===== config.mk =====
export PLATFORM = sky130hd
export DESIGN_NAME = sram_arbiter_flat
export DESIGN_NICKNAME = d
export VERILOG_FILES = /design/src/rtl/sram_arbiter_if.sv /design/src/rtl/sram_arbiter.sv /design/src/flat_wrapper.sv
export SDC_FILE = /design/constraint.sdc
export NUM_CORES = 1
export LEC_CHECK = 0
export BUFFER_PORTS_ARGS = -buffer_cell sky130_fd_sc_hd__buf_2
export CORE_ASPECT_RATIO = 0.8
export CORE_MARGIN = 1.5
export CORE_UTILIZATION = 41
export DETAILED_ROUTE_END_ITERATION = 6
export PLACE_DENSITY = 0.76
export SLEW_MARGIN = 10
export SYNTH_ARGS = -nofsm -noshare
export SYNTH_HDL_FRONTEND = slang
export SYNTH_SLANG_ARGS = --single-unit

===== constraint.sdc =====
create_clock -name clk -period 1.4 [get_ports clk]
set_input_delay 0.28 -clock clk [delete_from_list [all_inputs] [get_ports clk]]
set_output_delay 0.28 -clock clk [all_outputs]
set_load 0.05 [all_outputs]

===== src/rtl/sram_arbiter_if.sv =====
// sram_arbiter_if: request/response bundle used by both requester ports and the controller side
interface sram_arbiter_if #(parameter int ADDR_W = 32, parameter int DATA_W = 32);
  logic rd_en, wr_en, ready;
  logic [ADDR_W-1:0] address;
  logic [DATA_W-1:0] write_data, read_data;
  modport master (output rd_en, wr_en, address, write_data, input read_data, ready);
  modport slave (input rd_en, wr_en, address, write_data, output read_data, ready);
endinterface


===== src/rtl/sram_arbiter.sv =====
// sram_arbiter: round-robin sharing of one SRAM controller between the MEM port (a) and fetch port (b)
module sram_arbiter #(parameter int ADDR_W = 32, parameter int DATA_W = 32) (
  input logic clk,
  input logic rst,
  sram_arbiter_if.slave a,
  sram_arbiter_if.slave b,
  sram_arbiter_if.master mem
);
  typedef enum logic [1:0] {IDLE, ISSUE, BUSY, DONE} state_t;
  state_t state, state_nx;
  logic owner, op_wr, last_grant, a_req, b_req, grant_b, en;
  logic [ADDR_W-1:0] addr_q;
  logic [DATA_W-1:0] wdata_q, a_rdata, b_rdata;
  assign a_req = a.rd_en | a.wr_en;
  assign b_req = b.rd_en | b.wr_en;
  assign grant_b = b_req & (~a_req | ~last_grant);
  always_comb begin
    state_nx = state;
    en = 1'b0;
    case (state)
      IDLE: state_nx = (a_req | b_req) ? ISSUE : IDLE;
      ISSUE: begin
        en = 1'b1;
        state_nx = mem.ready ? ISSUE : BUSY;
      end
      // drop the enable as soon as the controller is idle again so it never restarts
      BUSY: begin
        en = ~mem.ready;
        state_nx = mem.ready ? DONE : BUSY;
      end
      default: state_nx = IDLE;
    endcase
  end
  always_ff @(posedge clk) begin
    if (rst) begin
      state <= IDLE;
      owner <= 1'b0;
      op_wr <= 1'b0;
      last_grant <= 1'b1;
      addr_q <= '0;
      wdata_q <= '0;
      a_rdata <= '0;
      b_rdata <= '0;
    end else begin
      state <= state_nx;
      if (state == IDLE && (a_req | b_req)) begin
        owner <= grant_b;
        last_grant <= grant_b;
        op_wr <= grant_b ? b.wr_en : a.wr_en;
        addr_q <= grant_b ? b.address : a.address;
        wdata_q <= grant_b ? b.write_data : a.write_data;
      end
      if (state == BUSY && mem.ready && !op_wr) begin
        if (owner) b_rdata <= mem.read_data;
        else a_rdata <= mem.read_data;
      end
    end
  end
  assign mem.rd_en = en & ~op_wr;
  assign mem.wr_en = en & op_wr;
  assign mem.address = addr_q;
  assign mem.write_data = wdata_q;
  assign a.read_data = a_rdata;
  assign b.read_data = b_rdata;
  assign a.ready = ~a_req | (state == DONE && !owner);
  assign b.ready = ~b_req | (state == DONE && owner);
endmodule

===== src/flat_wrapper.sv =====
// flat-port wrapper written by rule: the top's interface ports become plain ports
module sram_arbiter_flat 
#(parameter int ADDR_W = 32, parameter int DATA_W = 32)
  (clk, rst, a_rd_en, a_wr_en, a_address, a_write_data, a_read_data, a_ready, b_rd_en, b_wr_en, b_address, b_write_data, b_read_data, b_ready, mem_rd_en, mem_wr_en, mem_address, mem_write_data, mem_read_data, mem_ready);
  sram_arbiter_if #(.ADDR_W(ADDR_W), .DATA_W(DATA_W)) a_i ();
  sram_arbiter_if #(.ADDR_W(ADDR_W), .DATA_W(DATA_W)) b_i ();
  sram_arbiter_if #(.ADDR_W(ADDR_W), .DATA_W(DATA_W)) mem_i ();
  input logic clk;
  input logic rst;
  input wire logic [$bits(a_i.rd_en)-1:0] a_rd_en;
  input wire logic [$bits(a_i.wr_en)-1:0] a_wr_en;
  input wire logic [$bits(a_i.address)-1:0] a_address;
  input wire logic [$bits(a_i.write_data)-1:0] a_write_data;
  output wire logic [$bits(a_i.read_data)-1:0] a_read_data;
  output wire logic [$bits(a_i.ready)-1:0] a_ready;
  input wire logic [$bits(b_i.rd_en)-1:0] b_rd_en;
  input wire logic [$bits(b_i.wr_en)-1:0] b_wr_en;
  input wire logic [$bits(b_i.address)-1:0] b_address;
  input wire logic [$bits(b_i.write_data)-1:0] b_write_data;
  output wire logic [$bits(b_i.read_data)-1:0] b_read_data;
  output wire logic [$bits(b_i.ready)-1:0] b_ready;
  output wire logic [$bits(mem_i.rd_en)-1:0] mem_rd_en;
  output wire logic [$bits(mem_i.wr_en)-1:0] mem_wr_en;
  output wire logic [$bits(mem_i.address)-1:0] mem_address;
  output wire logic [$bits(mem_i.write_data)-1:0] mem_write_data;
  input wire logic [$bits(mem_i.read_data)-1:0] mem_read_data;
  input wire logic [$bits(mem_i.ready)-1:0] mem_ready;
  assign a_i.rd_en = a_rd_en;
  assign a_i.wr_en = a_wr_en;
  assign a_i.address = a_address;
  assign a_i.write_data = a_write_data;
  assign a_read_data = a_i.read_data;
  assign a_ready = a_i.ready;
  assign b_i.rd_en = b_rd_en;
  assign b_i.wr_en = b_wr_en;
  assign b_i.address = b_address;
  assign b_i.write_data = b_write_data;
  assign b_read_data = b_i.read_data;
  assign b_ready = b_i.ready;
  assign mem_rd_en = mem_i.rd_en;
  assign mem_wr_en = mem_i.wr_en;
  assign mem_address = mem_i.address;
  assign mem_write_data = mem_i.write_data;
  assign mem_i.read_data = mem_read_data;
  assign mem_i.ready = mem_ready;
  sram_arbiter #(.ADDR_W(ADDR_W), .DATA_W(DATA_W)) u_core (.clk(clk), .rst(rst), .a(a_i), .b(b_i), .mem(mem_i));
endmodule

=== After elaboration in Yosys (flattened, before gate mapping) ===
Index checks and enable logic that the tools add are counted.
Widths: inputs -> output; s select.

* Word-level logic and storage cells: 44
* Bits of input ports: 167
* Bits in registers: 133
* Output and inout port bits: 132

* Multiplexer cells: 8
* Reductions and logical operators: 10
* Bitwise gates (word level): 15
* Equal/unequal tests: 3

{| class="wikitable"
|+ Operators with widths
! kind !! count
|-
| $mux 32 || 2
|-
| $not 1->1 || 6
|-
| $or 1x1->1 || 6
|-
| $pmux 2 s3 || 1
|-
| $logic_and 1x1->1 || 5
|-
| $eq 2x2->1 const B || 2
|-
| $reduce_and 2->1 || 2
|-
| $and 1x1->1 || 3
|-
| $mux 1 || 3
|-
| $eq 2x1->1 const B || 1
|-
| $logic_not 1->1 || 2
|-
| $logic_not 2->1 || 1
|-
| $mux 2 || 1
|-
| $pmux 1 s2 || 1
|}

=== Longest topological paths before layout ===
Gate-level depths: netlist (run 1).

* Depth in word-level cells: 5
* Depth in mapped cells: 7
* Mapped depth without buffers: 5

=== Least setup slack after synthesis (run 1) ===
Ideal clock, no wire load.

* Path type: flip-flop to output port
* From: register u_core.state[0]
* To: output port mem_rd_en
* Setup slack: -352 ps
* Buffers on the path: 0
* Data required time: 1,120 ps
* Data arrival time: 1,472 ps
* Cell stages (with the launch flop): 6
* Path through: dfxtp_1 -> inv_1 -> ha_1 -> nor2b_1 -> o21ai_0 -> nor2_1

* Cells in the longest elaborated chain, start to end: 3
* Elaborated cells between the ends (all ways): 4
* Classes of those cells: eq/ne (2); mux (1); bitwise (1)

{| class="wikitable"
|+ Ends and longest elaborated chain
! what !! line !! source
|-
| start, declared || sram_arbiter.sv:10 || <nowiki>state_t state, state_nx;</nowiki>
|-
| start signal, assigned || sram_arbiter.sv:45 || <nowiki>state <= state_nx;</nowiki>
|-
| $eq 2x2->1 / $eq 2x1->1 (equally long branches) || sram_arbiter.sv:20 || <nowiki>case (state)</nowiki>
|-
| $pmux 1 s2 (*) || sram_arbiter.sv:20 ||
|-
| $and 1x1->1 (*) || sram_arbiter.sv:59 || <nowiki>assign mem.rd_en = en & ~op_wr;</nowiki>
|-
| end, declared || flat_wrapper.sv:22 || <nowiki>output wire logic [$bits(mem_i.rd_en)-1:0] mem_rd_en;</nowiki>
|}

Every way passes the cells marked *; elsewhere a longest branch is shown, timed or not.

=== Worst setup path after layout (run 1) ===
Ends and elaborated chain as after synthesis.

==> results.md, run 1 <==
- Per-cell via count in the routed design: 5.610
- Post-synthesis share of cell area spent on xor and xnor gates: 0%
- Highest cell delay on the worst timing path: 350 ps
- Post-layout util: 69.99%
- Number of standard-cell rows in the floorplan: 38
- Peak ir drop on the vdd network: 1077 uV
- Worst Max-Slew Pin Slew: 558.0 ps
- Final weighted congestion in routability-driven placement: 0.8815
- Synth Area in Adders: 0.8525%
- Wire per inst: 18.55 um
- Cell Chain, Critical Path: inv_4 > ha_4 > nor2b_4 > o21ai_4 > nor2_2 > buf_6
- Final critical-path share of the clock period: 127.3%
- Proportion of synthesized chip area in sequential cells: 45.35%
- Worst setup slack after layout: -382.8 ps
- Clock Latency Late Sink: 410 ps
- Maxcap violations: 0
- Number of nets at the end of the flow: 1182
- HPWL after detailed placement: 12.52 mm
- Sort of element at the start of the critical path: flip-flop
- Number of global-route vias before repair: 6215
- P&R area growth vs syn: 64.39%
- Fin Clk Skew: 5.877 ps
- Mapped Nets: 863
- Failing checks: negative setup slack
- Worst EP arrival: 1500 ps
- Leakage dissipation: 4.078 nW
- Total wire length after detailed routing: 22.36 mm
- GRT Util Overall: 27.16%
- Hold Crit Endpoint: u_core.a.read_data[5]$_SDFFE_PP0P_
- Number of pins with negative max-slew slack in the final report: 0
- Worst slew margin relative to its limit: 62.40%
- Cell count after synthesis: 692
- Power per cell area: 1399 nW/um^2
- DRC errors left: 0
- Fraction of synthesized area in multiplexers: 0%
- Depth of the worst hold-timing path: 3
- Largest net degree at the start of global routing: 51
- CP max FO: 3
- GRT Residual Overflow: 0
- Total clock buffers created by CTS: 17
- Fillers: 1016
- First-pass iteration count of the detailed router: 7
- Height of the chip: 110.0 um
- Basic-gate share of the synthesized area counting and, or, nand and nor cells: 19.82%
- Top Ports: 299
- Endpoint required time on the critical path: 1120 ps
- Buf+Inv Stages, Crit Path: 2
- # setup viols final: 132
- Setup repair after global routing missed its margin: yes
- Class of the worst hold path: input port to flip-flop
- Start-to-end type of the worst setup path: flip-flop to primary output
- Ratio of cells with drive above 1 in the final layout: 55.18%
- Startpoint of the lowest-slack register-to-register path: u_core.state[0]$_SDFF_PP0_
- Wire length of the first global-routing pass: 31.77 mm
- Hold path startpoint: mem_read_data[5]
- FF-to-FF End: u_core.b.read_data[21]$_SDFFE_PP0P_
- Category of cells accounting for the largest share of critical-path delay: flip-flops
- Register-to-register setup slack: -170 ps
- Main combinational cell family by area after synthesis: compound AO/OA/AOI/OAI gates
- Slowest cell on the critical path: sky130_fd_sc_hd__dfxtp_2
- Endpoint class of the critical path: primary output
- Average footprint of a synthesized cell: 8.484 sq um
- Synthesis-stage register bit count: 133
- Count of endpoints failing hold in the final timing report: 0
- Number of routed nets with antenna violations: 0
- Pre-CTS worst setup slack: -196.0 ps
- First DRT Iteration DRCs: 543
- Post-synth design cell area: 5871 sq um
- H-tree depth reported by CTS: 4
- Clock tree from TritonCTS: yes
- Placeable core area: 13790 sq um
- Post-route minimum period: 1783 ps
- Result of the run: finished with violations
- Buffer cell driving the clock tree root: sky130_fd_sc_hd__clkbuf_16
- Buffers on Ports: 298
- Initial antenna violation count: 1
- Compound-Gate Fraction of Synth Area: 28.35%
- Total of hold buffers inserted after clock tree synthesis: 0
- Initial cell density of the core: 42.58%
- Netlist cell types: 30
- Via total after detailed routing: 6760
- Width of the chip: 136.8 um
- Fmax: 560.9 MHz
- Clock Tree Buf Depth: 2
- Pwr Total: 13.50 mW
- Number of sinks handled by clock tree synthesis: 133
- Warnings from Yosys: 0
- Clock-pin slew on the worst setup and hold paths: 60 ps
- Die Outline Area: 15050 sq um
- Worst r2r path cells: 9
- Worst setup path start: u_core.state[0]$_SDFF_PP0_
[routing by layer]
| metal | vias to the layer above | routed length (um) | global-route usage, % | part of all wire, % |
|---|---|---|---|---|
| met5 | - | 0 | 0 | 0 |
| met4 | 0 | 746 | 13.38 | 3.3 |
| met3 | 60 | 1824 | 6.767 | 8.2 |
| met2 | 341 | 10790 | 45.41 | 48 |
| met1 | 3254 | 8995 | 32.81 | 40 |
| li1 | 3105 | - | - | - |
[synthesized netlist by cell type]
cell,instances,area share (%)
sky130_fd_sc_hd__a211oi_1,1,0.13
sky130_fd_sc_hd__dfxtp_1,133,45
sky130_fd_sc_hd__nand4bb_1,1,0.19
sky130_fd_sc_hd__nand3_1,65,5.5
sky130_fd_sc_hd__buf_2,24,2.0
sky130_fd_sc_hd__nand3b_1,1,0.13
sky130_fd_sc_hd__nor2b_1,1,0.11
sky130_fd_sc_hd__nor2_1,68,4.3
sky130_fd_sc_hd__o41a_1,1,0.19
sky130_fd_sc_hd__a311oi_2,60,15
sky130_fd_sc_hd__a2111oi_0,1,0.15
sky130_fd_sc_hd__o21ai_0,66,5.6
sky130_fd_sc_hd__o41ai_1,1,0.15
sky130_fd_sc_hd__nand2_1,133,8.5
sky130_fd_sc_hd__o21bai_1,1,0.13
sky130_fd_sc_hd__o22ai_1,1,0.11
sky130_fd_sc_hd__a21oi_1,67,5.7
sky130_fd_sc_hd__nand4b_1,1,0.15
sky130_fd_sc_hd__and4b_1,1,0.17
sky130_fd_sc_hd__or2_2,1,0.11
sky130_fd_sc_hd__a311oi_1,4,0.60
sky130_fd_sc_hd__nor3b_1,1,0.13
sky130_fd_sc_hd__nand2b_1,1,0.11
sky130_fd_sc_hd__ha_1,4,0.85
sky130_fd_sc_hd__inv_1,4,0.26
sky130_fd_sc_hd__buf_4,6,0.77
sky130_fd_sc_hd__o21a_1,1,0.13
sky130_fd_sc_hd__nor4bb_1,2,0.34
sky130_fd_sc_hd__clkbuf_1,40,2.6
sky130_fd_sc_hd__o21ai_1,1,0.085
[worst reg2reg max path: stages (launching register included)]
cell                        delay [ps]
sky130_fd_sc_hd__dfxtp_2           330
sky130_fd_sc_hd__inv_4              80
sky130_fd_sc_hd__ha_4              140
sky130_fd_sc_hd__buf_6             100
sky130_fd_sc_hd__buf_6              90
sky130_fd_sc_hd__nand4b_1          200
sky130_fd_sc_hd__buf_6             220
sky130_fd_sc_hd__clkbuf_16         190
sky130_fd_sc_hd__nand2_4            70
sky130_fd_sc_hd__a21oi_2            40
[cells in the final DEF, fill, tap and decap left out, types with 2 or more instances in the layout]
cell / n
sky130_fd_sc_hd__a21oi_1: 31
sky130_fd_sc_hd__a21oi_2: 36
sky130_fd_sc_hd__a311oi_2: 64
sky130_fd_sc_hd__buf_12: 18
sky130_fd_sc_hd__buf_16: 13
sky130_fd_sc_hd__buf_2: 290
sky130_fd_sc_hd__buf_4: 27
sky130_fd_sc_hd__buf_6: 11
sky130_fd_sc_hd__buf_8: 2
sky130_fd_sc_hd__bufinv_16: 3
sky130_fd_sc_hd__clkbuf_16: 23
sky130_fd_sc_hd__clkbuf_4: 3
sky130_fd_sc_hd__clkbuf_8: 2
sky130_fd_sc_hd__clkinv_2: 5
sky130_fd_sc_hd__clkinv_4: 3
sky130_fd_sc_hd__clkinvlp_4: 2
sky130_fd_sc_hd__dfxtp_1: 131
sky130_fd_sc_hd__ha_4: 4
sky130_fd_sc_hd__inv_4: 2
sky130_fd_sc_hd__nand2_1: 95
sky130_fd_sc_hd__nand2_2: 13
sky130_fd_sc_hd__nand2_4: 25
sky130_fd_sc_hd__nand3_1: 65
sky130_fd_sc_hd__nor2_1: 65
sky130_fd_sc_hd__nor2_4: 2
sky130_fd_sc_hd__o21ai_0: 65
sky130_fd_sc_hd__o21ai_4: 2
[kinds of logic after synthesis]
kind of cell | after synthesis
simple gates | 276
compound gates | 205
flops | 133
buf+inv | 74
fa+ha+maj | 4
[layout make-up]
type / count / area (sq um) / share of cell area [%]
multi-input combinational: 485 / 3427 / 35.51
timing repair buffer: 370 / 2699 / 27.97
sequential: 133 / 2668 / 27.64
clock buffer: 19 / 452.9 / 4.693
tap: 180 / 225.2 / 2.334
clock inverter: 13 / 156.4 / 1.621
inverter: 4 / 20.02 / 0.2074
antenna: 1 / 2.502 / 0.02593
[per-stage QoR]
stage | TNS, ps | area, sq um | hold WS [ps] | instances
final | -12340 | 9651 | 110.0 | 1205
after global routing | -18720 | 9651 | 97.35 | 1205
after CTS | -3873 | 9099 | 99.62 | 1194
after detailed placement | -10250 | 7841 | 443.2 | 1140
after global placement | -7396 | 7841 | 438.8 | 1140
after floorplan | -1173 | 5918 | 416.0 | 692
[timing repair]
item,CTS,global route
cloned,13,7
gates resized for setup,63,108
pin swaps,7,63
setup endpoints to repair,120,132
setup buffers,10,6
[power breakdown]
part / switching (mW) / internal [mW]
sequential: 0.202 / 4.15
clock: 1.72 / 2.89
combinational: 2.85 / 1.69
[registers in the layout, indices dropped and copies added, names as in the netlist]
signal                 count
u_core.a.read_data        32
u_core.mem.write_data     32
u_core.last_grant          1
u_core.mem.address        32
u_core.state               2
u_core.op_wr               1
u_core.b.read_data        32
u_core.owner               1
[worst max-delay path by stage]
stage | to | slack [ps] | cells past startpoint
after floorplan | mem_rd_en | -150 | 5
after global placement | u_core.mem.address[16]$_SDFFE_PP0P_ | -130 | 5
after detailed placement | u_core.mem.address[15]$_SDFFE_PP0P_ | -200 | 6
after CTS | mem_rd_en | -380 | 6
after global routing | mem_rd_en | -440 | 6
final | mem_rd_en | -380 | 6
Note: power is estimated with default switching activity, not from simulation.
==> run 2: changes to the inputs <==
--- a/config.mk
+++ b/config.mk
@@ -11,6 +11,7 @@
 export CORE_UTILIZATION = 41
 export DETAILED_ROUTE_END_ITERATION = 6
 export PLACE_DENSITY = 0.76
+export RECOVER_POWER = 50
 export SLEW_MARGIN = 10
 export SYNTH_ARGS = -nofsm -noshare
 export SYNTH_HDL_FRONTEND = slang
==> run 2 against run 1 <==
Effect of this change:
- the flow still finishes with violations (negative setup slack)
- clock skew about the same
- maximum frequency about the same
- highest routed layer unchanged
- die area unchanged
- via count about the same
- sequential power about the same
- flip-flop and latch count unchanged
- register-to-register slack about the same
- first-iteration DRC count decreased by 19%
- critical path depth unchanged
==> results.md, run 2 (same netlist as run 1, synthesis figures left out) <==
- Clk network pwr share: 34.1% (about the same)
- DRC errors left: 0 (unchanged)
- GRT Residual Overflow: 0 (unchanged)
- Start-to-end type of the worst setup path: flip-flop to primary output
- Worst r2r path cells: 9 (unchanged)
- First-pass iteration count of the detailed router: 6 (-1)
- Worst EP arrival: 1500 ps (about the same)
- Number of routed nets with antenna violations: 0 (unchanged)
- Fin Clk Skew: 5.962 ps (+0.08496 ps)
- Width of the chip: 136.8 um (unchanged)
- Count of endpoints failing hold in the final timing report: 0 (unchanged)
- Per-cell via count in the routed design: 5.609 (about the same)
- Buffer cell driving the clock tree root: sky130_fd_sc_hd__clkbuf_16
- Number of pins with negative max-slew slack in the final report: 0 (unchanged)
- Number of sinks handled by clock tree synthesis: 133 (unchanged)
- Top Ports: 299 (unchanged)
- Worst slew margin relative to its limit: 61.55% (-0.84 points)
- Initial cell density of the core: 42.58% (unchanged)
- CP max FO: 3 (unchanged)
- Worst Max-Slew Pin Slew: 570.5 ps (+12.51 ps)
- Placeable core area: 13790 sq um (unchanged)
- Height of the chip: 110.0 um (unchanged)
- Setup repair after global routing missed its margin: yes
- Die Outline Area: 15050 sq um (unchanged)
- Largest net degree at the start of global routing: 51 (unchanged)
- Failing checks: negative setup slack
- Final weighted congestion in routability-driven placement: 0.8815 (unchanged)
- Number of nets at the end of the flow: 1182 (unchanged)
- Share of power burned in combinational logic: 33.6% (about the same)
- Post-route minimum period: 1782 ps (-0.9080 ps)
- Commonest non-fill, non-tap cell in the layout: sky130_fd_sc_hd__buf_2
- Final critical-path share of the clock period: 127.3% (about the same)
- Maxcap violations: 0 (unchanged)
- Clock Latency Late Sink: 410 ps (about the same)
- Internal power component: 8.700 mW (-0.24%)
- Total wire length after detailed routing: 22.47 mm (+0.50%)
- Fmax: 561.2 MHz (about the same)
- Most used cells in the layout excluding fill and tap cells: 233 x sky130_fd_sc_hd__buf_2, 131 x sky130_fd_sc_hd__dfxtp_1, 95 x sky130_fd_sc_hd__nand2_1
- Total of hold buffers inserted after clock tree synthesis: 0 (unchanged)
- P&R area growth vs syn: 64.17%
- Number of global-route vias before repair: 6215 (unchanged)
- Power per cell area: 1400 nW/um^2 (about the same)
- Wire per inst: 18.64 um (+0.50%)
- Ratio of cells with drive above 1 in the final layout: 55.18% (unchanged)
- GRT Util Overall: 27.16% (unchanged)
- Area of all placed cells without fillers: 9638 sq um (-0.13%)
- Sort of element at the start of the critical path: flip-flop
- Via total after detailed routing: 6759 (-0.015%)
- H-tree depth reported by CTS: 4 (unchanged)
- HPWL after detailed placement: 12.52 mm (unchanged)
- First DRT Iteration DRCs: 441 (-19%)
- Worst setup slack after layout: -381.9 ps (+0.9080 ps)
- Clock-pin slew on the worst setup and hold paths: 60 ps (about the same)
- Class of the worst hold path: input port to flip-flop
- # setup viols final: 132 (unchanged)
- Number of standard-cell rows in the floorplan: 38 (unchanged)
- Fraction of power spent switching nets: 35.51% (+0.12 points)
- Clock tree from TritonCTS: yes
- Wire length of the first global-routing pass: 31.77 mm (unchanged)
- Placed inst area: 7841 sq um (unchanged)
- Depth of the worst hold-timing path: 3 (unchanged)
- Clock Tree Buf Depth: 2 (unchanged)
- Endpoint class of the critical path: primary output
- Endpoint required time on the critical path: 1120 ps (about the same)
- NetSw: 4.790 mW (+0.27%)
- Result of the run: finished with violations
- Initial antenna violation count: 1 (unchanged)
- Peak ir drop on the vdd network: 1084 uV (+0.64%)
- Total clock buffers created by CTS: 17 (unchanged)
- Leakage dissipation: 4.036 nW (-1.0%)
- Buffers on Ports: 298 (unchanged)
- Sequential Power Share: 32.3% (about the same)
- Fillers: 1018 (+0.20%)
- Pwr Total: 13.49 mW (about the same)
run 2: cell types whose count changed in the layout (fill, tap and decap cells not counted), sizes merged:
cell,change
buf,-57
clkbuf,+57
run 2: worst paths after layout:
path | startpoint | end | slack, ps
worst min-delay path | mem_read_data[5] | u_core.a.read_data[5]$_SDFFE_PP0P_ | 110
worst max-delay path | u_core.state[0]$_SDFF_PP0_ | mem_rd_en | -380
worst min register to register | u_core.a.read_data[0]$_SDFFE_PP0P_ | u_core.a.read_data[0]$_SDFFE_PP0P_ | 450
worst max register to register | u_core.state[0]$_SDFF_PP0_ | u_core.b.read_data[21]$_SDFFE_PP0P_ | -170
run 2: worst max-delay path, cell delays in order (launching register included):
cell and delay (ps):
sky130_fd_sc_hd__dfxtp_2 350, sky130_fd_sc_hd__inv_4 50, sky130_fd_sc_hd__ha_4 160, sky130_fd_sc_hd__nor2b_4 130, sky130_fd_sc_hd__o21ai_4 170, sky130_fd_sc_hd__nor2_2 60, sky130_fd_sc_hd__buf_6 160
run 2: layout make-up:
| cell class | instances | area [sq um] | area share (%) |
|---|---|---|---|
| multi-input cells | 485 | 3427 | 35.56 |
| repair buffers | 370 | 2686 | 27.87 |
| flip-flops and latches | 133 | 2668 | 27.68 |
| clock buffers | 19 | 452.9 | 4.699 |
| well taps | 180 | 225.2 | 2.337 |
| clock inverters | 13 | 156.4 | 1.623 |
| inverters | 4 | 20.02 | 0.2077 |
| diodes | 1 | 2.502 | 0.02596 |
run 2: timing repair:
item / CTS / global route
pin swaps: 7 / 63
setup endpoints to repair: 120 / 132
cloned: 13 / 7
resized for setup: 63 / 108
setup buffers: 10 / 6
run 2: power groups by stage:
stage                     registers (mW)  logic (mW)  clock network, mW
after floorplan                     5.57        1.51                  0
after global placement              4.41        3.63                  0
after detailed placement            4.41        3.67                  0
after CTS                           4.34        4.37               4.63
after global routing                4.40        4.76               4.81
final                               4.36        4.53               4.60
run 2: per-layer routing:
| metal | GRT usage [%] | up-vias | wire, um |
|---|---|---|---|
| li1 | - | 3102 | - |
| met1 | 32.81 | 3289 | 9205 |
| met2 | 45.41 | 318 | 10850 |
| met3 | 6.767 | 50 | 1718 |
| met4 | 13.38 | 0 | 695 |
| met5 | 0 | - | 0 |
run 2: stage by stage:
stage,cells,util [%],TNS [ps],worst slack (ps),hold slack [ps]
finish,1205,69.90,-11730,-381.9,110.9
global route,1205,69.90,-18060,-443.1,97.35
CTS,1194,65.99,-3873,-378.3,99.62
detailed placement,1140,56.87,-10250,-196.0,443.2
global placement,1140,56.87,-7396,-129.7,438.8
floorplan,692,-,-1173,-152.9,416.0
==> run 3: changes to the inputs <==
--- a/config.mk
+++ b/config.mk
@@ -5,12 +5,13 @@
 export SDC_FILE = /design/constraint.sdc
 export NUM_CORES = 1
 export LEC_CHECK = 0
+export ABC_AREA = 1
 export BUFFER_PORTS_ARGS = -buffer_cell sky130_fd_sc_hd__buf_2
 export CORE_ASPECT_RATIO = 0.8
 export CORE_MARGIN = 1.5
-export CORE_UTILIZATION = 41
+export CORE_UTILIZATION = 42
 export DETAILED_ROUTE_END_ITERATION = 6
-export PLACE_DENSITY = 0.76
+export PLACE_DENSITY = 0.77
 export RECOVER_POWER = 50
 export SLEW_MARGIN = 10
 export SYNTH_ARGS = -nofsm -noshare
==> run 3 against run 2 <==
Effect of this change:
- the run still ends with negative setup slack left
- hold slack got worse by 0.86 ps
- non-clock buffer count fell by 30
- global-route usage fell by 2.8 points
- clock skew increased by 4.8 ps
==> results.md, run 3 <==
- Result of the run: finished with violations
- Failing checks: negative setup slack
- Sort of element at the start of the critical path: flip-flop
- Leading cell type by number of instances after synthesis: sky130_fd_sc_hd__nand3_1
- Commonest non-fill, non-tap cell in the layout: sky130_fd_sc_hd__buf_2
- Count of endpoints failing hold in the final timing report: 0 (unchanged)
- Worst Max-Slew Pin Slew: 400.4 ps (-170.1 ps)
- Leading area contributor after synthesis: sky130_fd_sc_hd__dfxtp_1
- DRC errors left: 0 (unchanged)
- Endpoint class of the critical path: primary output
- Clock-pin slew on the worst setup and hold paths: 60 ps (about the same)
- Endpoint required time on the critical path: 1120 ps (about the same)
- Commonest cells post-synth: 161 x sky130_fd_sc_hd__nand3_1, 139 x sky130_fd_sc_hd__inv_1, 136 x sky130_fd_sc_hd__nand2_1, 133 x sky130_fd_sc_hd__dfxtp_1, 100 x sky130_fd_sc_hd__a21oi_1
- Setup repair after global routing missed its margin: yes
- Number of diodes added for antenna fixing: 0 (-1)
- P&R area growth vs syn: 51.06%
- Wire per inst: 14.32 um (-23%)
- FF-to-FF End: u_core.b.read_data[28]$_SDFFE_PP0P_
- Width of the chip: 137.1 um (+0.26%)
- Depth of the worst hold-timing path: 3 (unchanged)
- Number of routed nets with antenna violations: 0 (unchanged)
- Slowest cell on the critical path: sky130_fd_sc_hd__dfxtp_4
- Power per cell area: 1478 nW/um^2 (+5.6%)
- Ratio of cells with drive above 1 in the final layout: 36.85% (-18 points)
- Class of the worst hold path: input port to flip-flop
- Largest net degree at the start of global routing: 66 (+29%)
- Top Ports: 299 (unchanged)
- GRT Residual Overflow: 0 (unchanged)
- Netlist cell types: 21 (-30%)
- Wire length of the first global-routing pass: 28.77 mm (-9.4%)
- Warnings from Yosys: 0 (unchanged)
- Area of all placed cells without fillers: 9133 sq um (-5.2%)
- Maxcap violations: 0 (unchanged)
- Placed Instances: 1328 (+16%)
- Post-synth design cell area: 6046 sq um (+3.0%)
- Number of pins with negative max-slew slack in the final report: 0 (unchanged)
- Worst setup slack after layout: -340.3 ps (+41.64 ps)
- Area share of the leading cell type in the synthesized netlist: 44.04% (-1.3 points)
- Clock tree from TritonCTS: yes
- Per-cell via count in the routed design: 4.936 (-12%)
- First-pass iteration count of the detailed router: 5 (-1)
- HPWL after detailed placement: 12.44 mm (-0.62%)
- Mapped Nets: 1059 (+23%)
- Height of the chip: 110.3 um (+0.26%)
- Die Outline Area: 15130 sq um (+0.52%)
- Number of sinks handled by clock tree synthesis: 133 (unchanged)
- Number of nets at the end of the flow: 1352 (+14%)
- Final weighted congestion in routability-driven placement: 0.8087 (-8.3%)
- Filler-free cell count of the finished design: 1378 (+14%)
- Accumulated negative setup slack: -8348 ps (+3385 ps)
- Ranking of synthesized cells by area: sky130_fd_sc_hd__dfxtp_1 44%, sky130_fd_sc_hd__nand3_1 13%, sky130_fd_sc_hd__inv_1 8.6%
- Timing endpoint of the critical path: mem_wr_en
- Worst EP arrival: 1460 ps (-40 ps)
- Hold slack: 110.1 ps (-0.8630 ps)
- GRT Util Overall: 24.41% (-2.8 points)
- Post-route minimum period: 1740 ps (-41.64 ps)
- Synthesis-stage register bit count: 133 (unchanged)
- Dominant register cell in the synthesized netlist: sky130_fd_sc_hd__dfxtp_1
- Most used cells in the layout excluding fill and tap cells: 292 x sky130_fd_sc_hd__buf_2, 154 x sky130_fd_sc_hd__nand3_1, 135 x sky130_fd_sc_hd__nand2_1, 133 x sky130_fd_sc_hd__inv_1, 131 x sky130_fd_sc_hd__dfxtp_1
- Final critical-path share of the clock period: 124.3% (-3.0 points)
- H-tree depth reported by CTS: 4 (unchanged)
- Clock Latency Late Sink: 420 ps (about the same)
- Total clock buffers created by CTS: 17 (unchanged)
- Buffer cell driving the clock tree root: sky130_fd_sc_hd__clkbuf_16
- Via total after detailed routing: 6802 (+0.64%)
- Leakage dissipation: 4.880 nW (+21%)
- Worst slew margin relative to its limit: 73.31% (+12 points)
- Buffers on Ports: 298 (unchanged)
- Cell count after synthesis: 888 (+28%)
- Proportion of synthesized flip-flops having asynchronous set or reset: 0% (unchanged)
- Highest cell delay on the worst timing path: 370 ps (+20 ps)
- Peak ir drop on the vdd network: 944.3 uV (-13%)
- Number of enable flip-flop cells after synthesis: 0 (unchanged)
- Initial antenna violation count: 0 (-1)
- Start-to-end type of the worst setup path: flip-flop to primary output
- Worst r2r path cells: 9 (unchanged)
- Fmax: 574.6 MHz (+2.4%)
- First DRT Iteration DRCs: 509 (+15%)
- Clock Tree Buf Depth: 2 (unchanged)
- Worst setup path start: u_core.state[0]$_SDFF_PP0_
- Total of hold buffers inserted after clock tree synthesis: 0 (unchanged)
- Fin Clk Skew: 10.71 ps (+4.752 ps)
- Initial cell density of the core: 42.72% (+0.15 points)
- Placed inst area: 7815 sq um (-0.34%)
- Average footprint of a synthesized cell: 6.808 sq um (-20%)
- # setup viols final: 68 (-48%)
- CP max FO: 3 (unchanged)
- Startpoint of the lowest-slack register-to-register path: u_core.state[0]$_SDFF_PP0_
- Number of standard-cell rows in the floorplan: 39 (+2.6%)
- Cell Chain, Critical Path: inv_4 > ha_4 > inv_4 > nor2_4 > o21ai_4 > nor2_4 > buf_8
- Total wire length after detailed routing: 19.73 mm (-12%)
- Placeable core area: 14150 sq um (+2.6%)
- Proportion of synthesized chip area in sequential cells: 44.04% (-1.3 points)
- Number of global-route vias before repair: 5972 (-3.9%)
- Register-to-register setup slack: -210 ps (-40 ps)
## run 3: cell count changes after synthesis, sizes merged, moves of 5 or more
cell    previous run  this run
a311oi            64         0
a21oi             67       100
buf               30        43
inv                4       142
clkbuf            40        23
nor2              68        73
nand3             65       162
## run 3: cell families after synthesis
| group | after synthesis | share of synthesized area (%) |
|---|---|---|
| buffers and inverters | 208 | 14.18 |
| adders and majority gates | 4 | 0.8278 |
| DFF | 133 | 44.04 |
| and+or+nand+nor | 373 | 26.76 |
| AOI/OAI and AO/OA | 170 | 14.20 |
## run 3: metrics by stage
step,util (%),total power [mW],setup slack (ps)
6_report,64.54,13.50,-340.3
5_1_grt,64.54,14.14,-402.1
4_1_cts,61.57,13.44,-369.3
3_5_place_dp,55.23,8.244,-101.6
3_3_place_gp,55.23,8.209,-67.19
2_1_floorplan,-,7.161,-57.68
## run 3: layout make-up
cell class	count	area, sq um
Timing Repair Buffer	340	2193
Tap cell	184	230.2
Fill cell	1238	5019
Multi-Input combinational cell	547	2816
Clock inverter	14	222.7
Inverter	142	560.5
Sequential cell	133	2670
Clock buffer	18	439.2
## run 3: worst min path at each step
| stage | start | to | slack [ps] |
|---|---|---|---|
| final | mem_read_data[9] | u_core.b.read_data[9]$_SDFFE_PP0P_ | 110 |
| after global routing | mem_read_data[27] | u_core.b.read_data[27]$_SDFFE_PP0P_ | 100 |
| after CTS | mem_read_data[19] | u_core.b.read_data[19]$_SDFFE_PP0P_ | 90 |
| after detailed placement | u_core.a.read_data[24]$_SDFFE_PP0P_ | u_core.a.read_data[24]$_SDFFE_PP0P_ | 460 |
| after global placement | u_core.a.read_data[25]$_SDFFE_PP0P_ | u_core.a.read_data[25]$_SDFFE_PP0P_ | 460 |
| after floorplan | mem_read_data[0] | u_core.b.read_data[0]$_SDFFE_PP0P_ | 410 |
## run 3: critical path, delay by kind of cell, from the launching register on
family          cells  cell delay, ps
simple gates        2              80
buf+inv             3             240
fa+ha+maj           1             160
flops               1             370
compound gates      1             190
## run 3: power breakdown
group | internal, mW | switching [mW] | leakage, nW
logic | 1.29 | 2.89 | 3.47
registers | 4.17 | 0.199 | 1.09
clock network | 3.23 | 1.72 | 0.318
total | 8.69 | 4.81 | 4.88
## run 3: layer usage
layer | track usage [%] | part of all wire [%] | vias to the layer above
met1 | 30.22 | 42 | 3079
met2 | 40.85 | 49 | 264
li1 | - | - | 3422
met3 | 5.396 | 6.5 | 37
met4 | 11.05 | 2.2 | 0
met5 | 0 | 0 | -
## run 3: timing repair
action | in CTS | in global routing
gates cloned | 3 | 5
gates resized for setup | 35 | 100
setup endpoints to repair | 105 | 84
buffers inserted | 4 | 7
pin swaps | 2 | 37
